[src/rtl/agc_io_unit_if.sv]
// Core-side I/O channel bus: one combinational read port and one clocked write port.
interface agc_io_unit_if;
  logic [2:0]  IO_read_sel;
  logic [14:0] IO_read_data;
  logic        IO_write_en;
  logic [2:0]  IO_write_sel;
  logic [14:0] IO_write_data;

  modport master (
    output IO_read_sel, IO_write_en, IO_write_sel, IO_write_data,
    input  IO_read_data
  );
  modport slave (
    input  IO_read_sel, IO_write_en, IO_write_sel, IO_write_data,
    output IO_read_data
  );
endinterface

[src/rtl/agc_io_unit.sv]
// AGC-style 8-channel memory-mapped I/O block: output latches, synced switches,
// prescaled timer (only when AGC_IO_TIMER_EN is defined), DSKY port, control/status.
module agc_io_unit #(
  parameter int TIMER_PRESCALE = 4
) (
  input  logic        clock,
  input  logic        reset,
  agc_io_unit_if.slave bus,
  input  logic [14:0] switch_in,
  output logic [14:0] chan_out0,
  output logic [14:0] chan_out1,
  output logic [14:0] chan_out2,
  output logic [14:0] chan_out3,
  output logic [14:0] dsky_data,
  output logic        dsky_strobe,
  output logic        timer_irq
);

  logic [3:0][14:0] chan_q;
  logic [14:0]      sync1_q, sync2_q;
  logic [14:0]      dsky_q;
  logic             strobe_q;
  logic             irq_en_q;
  logic             ovf;
  logic [14:0]      tmr_rd;

  logic wr_lo, wr6, wr7;
  assign wr_lo = bus.IO_write_en && !bus.IO_write_sel[2];
  assign wr6   = bus.IO_write_en && (bus.IO_write_sel == 3'd6);
  assign wr7   = bus.IO_write_en && (bus.IO_write_sel == 3'd7);

  always_ff @(posedge clock or posedge reset) begin
    if (reset) begin
      chan_q   <= '0;
      sync1_q  <= '0;
      sync2_q  <= '0;
      dsky_q   <= '0;
      strobe_q <= 1'b0;
      irq_en_q <= 1'b0;
    end else begin
      if (wr_lo) chan_q[bus.IO_write_sel[1:0]] <= bus.IO_write_data;
      sync1_q  <= switch_in;
      sync2_q  <= sync1_q;
      if (wr6) dsky_q <= bus.IO_write_data;
      strobe_q <= wr6;
      if (wr7) irq_en_q <= bus.IO_write_data[1];
    end
  end

`ifdef AGC_IO_TIMER_EN
  localparam int PW = (TIMER_PRESCALE > 1) ? $clog2(TIMER_PRESCALE) : 1;

  logic [14:0]   tmr_q, tmr_d;
  logic [PW-1:0] pre_q, pre_d;
  logic          ovf_q, ovf_d;
  logic          ld, tick;

  assign ld   = bus.IO_write_en && (bus.IO_write_sel == 3'd5);
  assign tick = (pre_q == PW'(TIMER_PRESCALE - 1));

  always_comb begin
    tmr_d = tmr_q;
    pre_d = pre_q;
    ovf_d = ovf_q;
    if (ld) begin
      tmr_d = bus.IO_write_data;
      pre_d = '0;
    end else if (tick) begin
      tmr_d = tmr_q + 15'd1;
      pre_d = '0;
    end else begin
      pre_d = pre_q + 1'b1;
    end
    if (wr7 && bus.IO_write_data[0]) ovf_d = 1'b0;
    // A wrap on the same edge as a W1C clear must still be reported.
    if (!ld && tick && (tmr_q == 15'h7FFF)) ovf_d = 1'b1;
  end

  always_ff @(posedge clock or posedge reset) begin
    if (reset) begin
      tmr_q <= '0;
      pre_q <= '0;
      ovf_q <= 1'b0;
    end else begin
      tmr_q <= tmr_d;
      pre_q <= pre_d;
      ovf_q <= ovf_d;
    end
  end

  assign ovf       = ovf_q;
  assign tmr_rd    = tmr_q;
  assign timer_irq = ovf_q & irq_en_q;
`else
  assign ovf       = 1'b0;
  assign tmr_rd    = '0;
  assign timer_irq = 1'b0;
`endif

  always_comb begin
    bus.IO_read_data = '0;
    case (bus.IO_read_sel)
      3'd0, 3'd1, 3'd2, 3'd3: bus.IO_read_data = chan_q[bus.IO_read_sel[1:0]];
      3'd4:    bus.IO_read_data = sync2_q;
      3'd5:    bus.IO_read_data = tmr_rd;
      3'd6:    bus.IO_read_data = dsky_q;
      default: bus.IO_read_data = {13'd0, irq_en_q, ovf};
    endcase
  end

  assign chan_out0   = chan_q[0];
  assign chan_out1   = chan_q[1];
  assign chan_out2   = chan_q[2];
  assign chan_out3   = chan_q[3];
  assign dsky_data   = dsky_q;
  assign dsky_strobe = strobe_q;

endmodule

[src/flat_wrapper.sv]
// flat-port wrapper written by rule: the top's interface ports become plain ports
module agc_io_unit_flat 
#(
  parameter int TIMER_PRESCALE = 4
)
  (clock, reset, switch_in, chan_out0, chan_out1, chan_out2, chan_out3, dsky_data, dsky_strobe, timer_irq, bus_IO_read_sel, bus_IO_write_en, bus_IO_write_sel, bus_IO_write_data, bus_IO_read_data);
  agc_io_unit_if bus_i ();
  input  logic clock;
  input  logic reset;
  input  logic [14:0] switch_in;
  output logic [14:0] chan_out0;
  output logic [14:0] chan_out1;
  output logic [14:0] chan_out2;
  output logic [14:0] chan_out3;
  output logic [14:0] dsky_data;
  output logic dsky_strobe;
  output logic timer_irq;
  input wire logic [$bits(bus_i.IO_read_sel)-1:0] bus_IO_read_sel;
  input wire logic [$bits(bus_i.IO_write_en)-1:0] bus_IO_write_en;
  input wire logic [$bits(bus_i.IO_write_sel)-1:0] bus_IO_write_sel;
  input wire logic [$bits(bus_i.IO_write_data)-1:0] bus_IO_write_data;
  output wire logic [$bits(bus_i.IO_read_data)-1:0] bus_IO_read_data;
  assign bus_i.IO_read_sel = bus_IO_read_sel;
  assign bus_i.IO_write_en = bus_IO_write_en;
  assign bus_i.IO_write_sel = bus_IO_write_sel;
  assign bus_i.IO_write_data = bus_IO_write_data;
  assign bus_IO_read_data = bus_i.IO_read_data;
  agc_io_unit #(.TIMER_PRESCALE(TIMER_PRESCALE)) u_core (.clock(clock), .reset(reset), .bus(bus_i), .switch_in(switch_in), .chan_out0(chan_out0), .chan_out1(chan_out1), .chan_out2(chan_out2), .chan_out3(chan_out3), .dsky_data(dsky_data), .dsky_strobe(dsky_strobe), .timer_irq(timer_irq));
endmodule
[config.mk]
export PLATFORM = sky130hd
export DESIGN_NAME = agc_io_unit_flat
export DESIGN_NICKNAME = d
export VERILOG_FILES = /design/src/rtl/agc_io_unit_if.sv /design/src/rtl/agc_io_unit.sv /design/src/flat_wrapper.sv
export SDC_FILE = /design/constraint.sdc
export NUM_CORES = 1
export LEC_CHECK = 0
export BUFFER_PORTS_ARGS = -buffer_cell sky130_fd_sc_hd__buf_2
export CAP_MARGIN = 30
export CORE_ASPECT_RATIO = 0.75
export CORE_MARGIN = 3
export CORE_UTILIZATION = 50
export DETAILED_ROUTE_END_ITERATION = 16
export PLACE_DENSITY = 0.87
export SETUP_SLACK_MARGIN = 0.4
export SLEW_MARGIN = 20
export SYNTH_ARGS = -nofsm -noshare
export SYNTH_HDL_FRONTEND = slang
export SYNTH_SLANG_ARGS = --single-unit
[constraint.sdc]
create_clock -name clock -period 4.8 [get_ports clock]
set_input_delay 0 -clock clock [delete_from_list [all_inputs] [get_ports clock]]
set_output_delay 0 -clock clock [all_outputs]
set_load 0.02 [all_outputs]
==> flow_summary.ini <==
[outcome]
status = finished, final reports clean

[synth]
netlist-cell-type-count = 24
ys_warn_count = 0
ys_async_sr_fraction_pct = 100.0
yosys-top-cells-area = dfrtp_1 (60%), mux2_2 (20%), mux2i_1 (9.4%)
yosys.area.top_type = dfrtp_1
seq_area_frac_synth_pct = 60.13
synth_edf_count = 0
avgSynthCellArea_um2 = 15.46
synth_top_cell_area_share_pct = 60.13
synthFlopType = dfrtp_1
syn-num-nets = 327
netlist_area_um2 = 4453
synth_seq_cells = 107
synth_cells = 288

[global_routing]
first_global_vias = 3199
grt_max_degree = 56
grt_usage_pct = 23.04
antenna_found_initial = 0
grt_overflow_total = 0
grt_pass1_wl_um = 17390

[placement]
place_hpwl_um = 7234
place_ws_ns = 2.822
port_buffers = 129
gp_congestion = 0.7464

[setup_path]
cp.arrival_ns = 2.01
startpoint = bus_IO_read_sel[1]
endpoint = bus_IO_read_data[1]
crit_type = primary input to primary output
crit_path_start_kind = primary input
required_ns = 4.80
r2r_slack_ns = 3.98
critPathCaptureType = primary output
reg2regPathDepth = 1
rr_startpoint = u_core.dsky_data[3]
rr_endpoint = u_core.dsky_data[3]
cp_max_fo = 25

[cts]
cts_setup_buffers = 0
htreeDepth = 3
cts_made_buffers = 9
clk_pin_slew_worst_paths_ns = 0.07
clk_latency_ns = 0.34
cts_root_buf = clkbuf_16
cts.sinks = 107
clock_path_buffers = 2
cts.repair.resized = 0
holdBufCountCts = 31
tritoncts = yes

[job]
maxCapViolations = 0

[power_and_ir_drop]
swShare_pct = 32.45
p_int_w = 0.001797
p_seq_share_pct = 44.1
powerDensity_nw_per_um2 = 458.3
clkPwrFrac_pct = 29.2
peakVddDrop_uv = 253.3
p_leak_nw = 2.806
p_sw_w = 0.0008632
pwr-share-comb_pct = 26.7

[final_layout]
utilization_pct = 67.77
nFillCells = 615
n_antenna_cell = 0
ff_latch_area_um2 = 2678
drive_gt1_share_pct = 51.77
final_common_cell = buf_2
final_nets = 486
final_cell_mix = buf_2 (129), dfrtp_1 (107), mux2_2 (78), mux2i_1 (42), dlygate4sd3_1 (31)
multi_input_area_um2 = 1663
area_growth_pct = 30.32

[sta]
fmax_mhz = 497.4
fin_skew_ns = 0.004879
fin_tns_setup_ns = 0
period_minus_slack_ns = 2.011
setup_viol = 0
final-hold-violation-count = 0
worstMarginPinSlew_ns = 0.9052
relSlewSlack_pct = 39.46
slew_viol_final = 0
rsz0062_at_grt = false
finalCritPeriodShare_pct = 41.89
layout_setup_ws_ns = 2.789

[die]
coreArea_um2 = 8563
dieArea_um2 = 10090
die_x_um = 115.0
start_util_pct = 52.00
die_h_um = 87.73
std_cell_rows = 29
io_pins = 131

[routing]
vias = 3116
wire_per_inst_um = 20.03
drt_iter0_drc = 143
avgViaCountPerCell = 5.564
firstDrtPassIters = 4
post-route-drc-count = 0
drtAntennaViolNets = 0
wl_um = 11220

[worst_hold_path]
hold_class = primary input to flop
stage by stage:
stage	power [W]	hold slack, ns	instances	area, um^2
final	0.002660	0.1163	560	5803
after detailed placement	0.001880	0.1093	511	5146
after floorplan	0.001611	0.03143	288	4453
after global routing	0.002784	0.1210	560	5803
after global placement	0.001854	0.1076	511	5146
after CTS	0.002676	0.1102	558	5777
flip-flops by register name, indices dropped and copies added, names as in the netlist:
signal	count
u_core.sync2_q	15
u_core.sync1_q	15
u_core.dsky_data	15
u_core.dsky_strobe	1
u_core.irq_en_q	1
u_core.chan_out1	15
u_core.chan_out2	15
u_core.chan_out3	15
u_core.chan_out0	15
area by class of cell:
cell class                      instances  area share (%)
Inverter                                2          0.1725
Clock buffer                           11           4.355
Clock inverter                          5           1.164
Timing Repair Buffer                  164           17.18
Multi-Input combinational cell        163           28.65
Sequential cell                       107           46.14
Tap cell                              108           2.329
power by group through the flow:
stage	Clock, W	Sequential [W]	Combinational [W]
final	0.000777	0.00117	0.000709
after global routing	0.000834	0.00119	0.000758
after CTS	0.000790	0.00117	0.000714
after detailed placement	0	0.00119	0.000692
after global placement	0	0.00118	0.000674
after floorplan	0	0.00134	0.000270
cells in the mapped netlist, types with 2 or more instances:
library cell  number
inv_1              2
buf_4              3
clkbuf_1           3
nand2b_1           2
o221ai_1          14
nor3b_4            2
dfrtp_1          107
buf_6              2
or3_1             14
mux2_2            78
mux2i_1           42
nand4b_2           2
buf_2              6
worst min-delay path by stage:
stage,to,start,cells after the start,slack [ns]
floorplan,u_core.sync1_q[0],switch_in[0],0,0.03
global placement,u_core.sync1_q[8],switch_in[8],1,0.11
detailed placement,u_core.sync1_q[9],switch_in[9],1,0.11
CTS,u_core.irq_en_q,bus_IO_write_sel[2],3,0.11
global route,u_core.irq_en_q,bus_IO_write_sel[2],3,0.12
finish,u_core.irq_en_q,bus_IO_write_sel[2],3,0.12
logic make-up (layout without fill, tap and decap cells):
family	after synthesis	after routing	synth area share (%)
multiplexers	120	120	29.17
buffers and inverters	18	182	2.529
AND/OR/NAND/NOR	25	25	4.805
other	1	1	0.08421
flip-flops	107	107	60.13
AO/OA/AOI/OAI	17	17	3.288
metal layers:
layer,part of all wire [%],up-vias,global-route usage (%)
met4,1.3,0,6.503
li1,-,1382,-
met2,48,118,37.34
met1,44,1598,30.77
met3,6.5,18,6.561
met5,0,-,0
critical path, cell delays in order:
cell and delay, ns:
buf_2 0.56, buf_4 0.51, nor2b_1 0.10, a2111oi_0 0.50, a311oi_1 0.11, buf_2 0.20
Note: power is estimated with default switching activity, not from simulation.
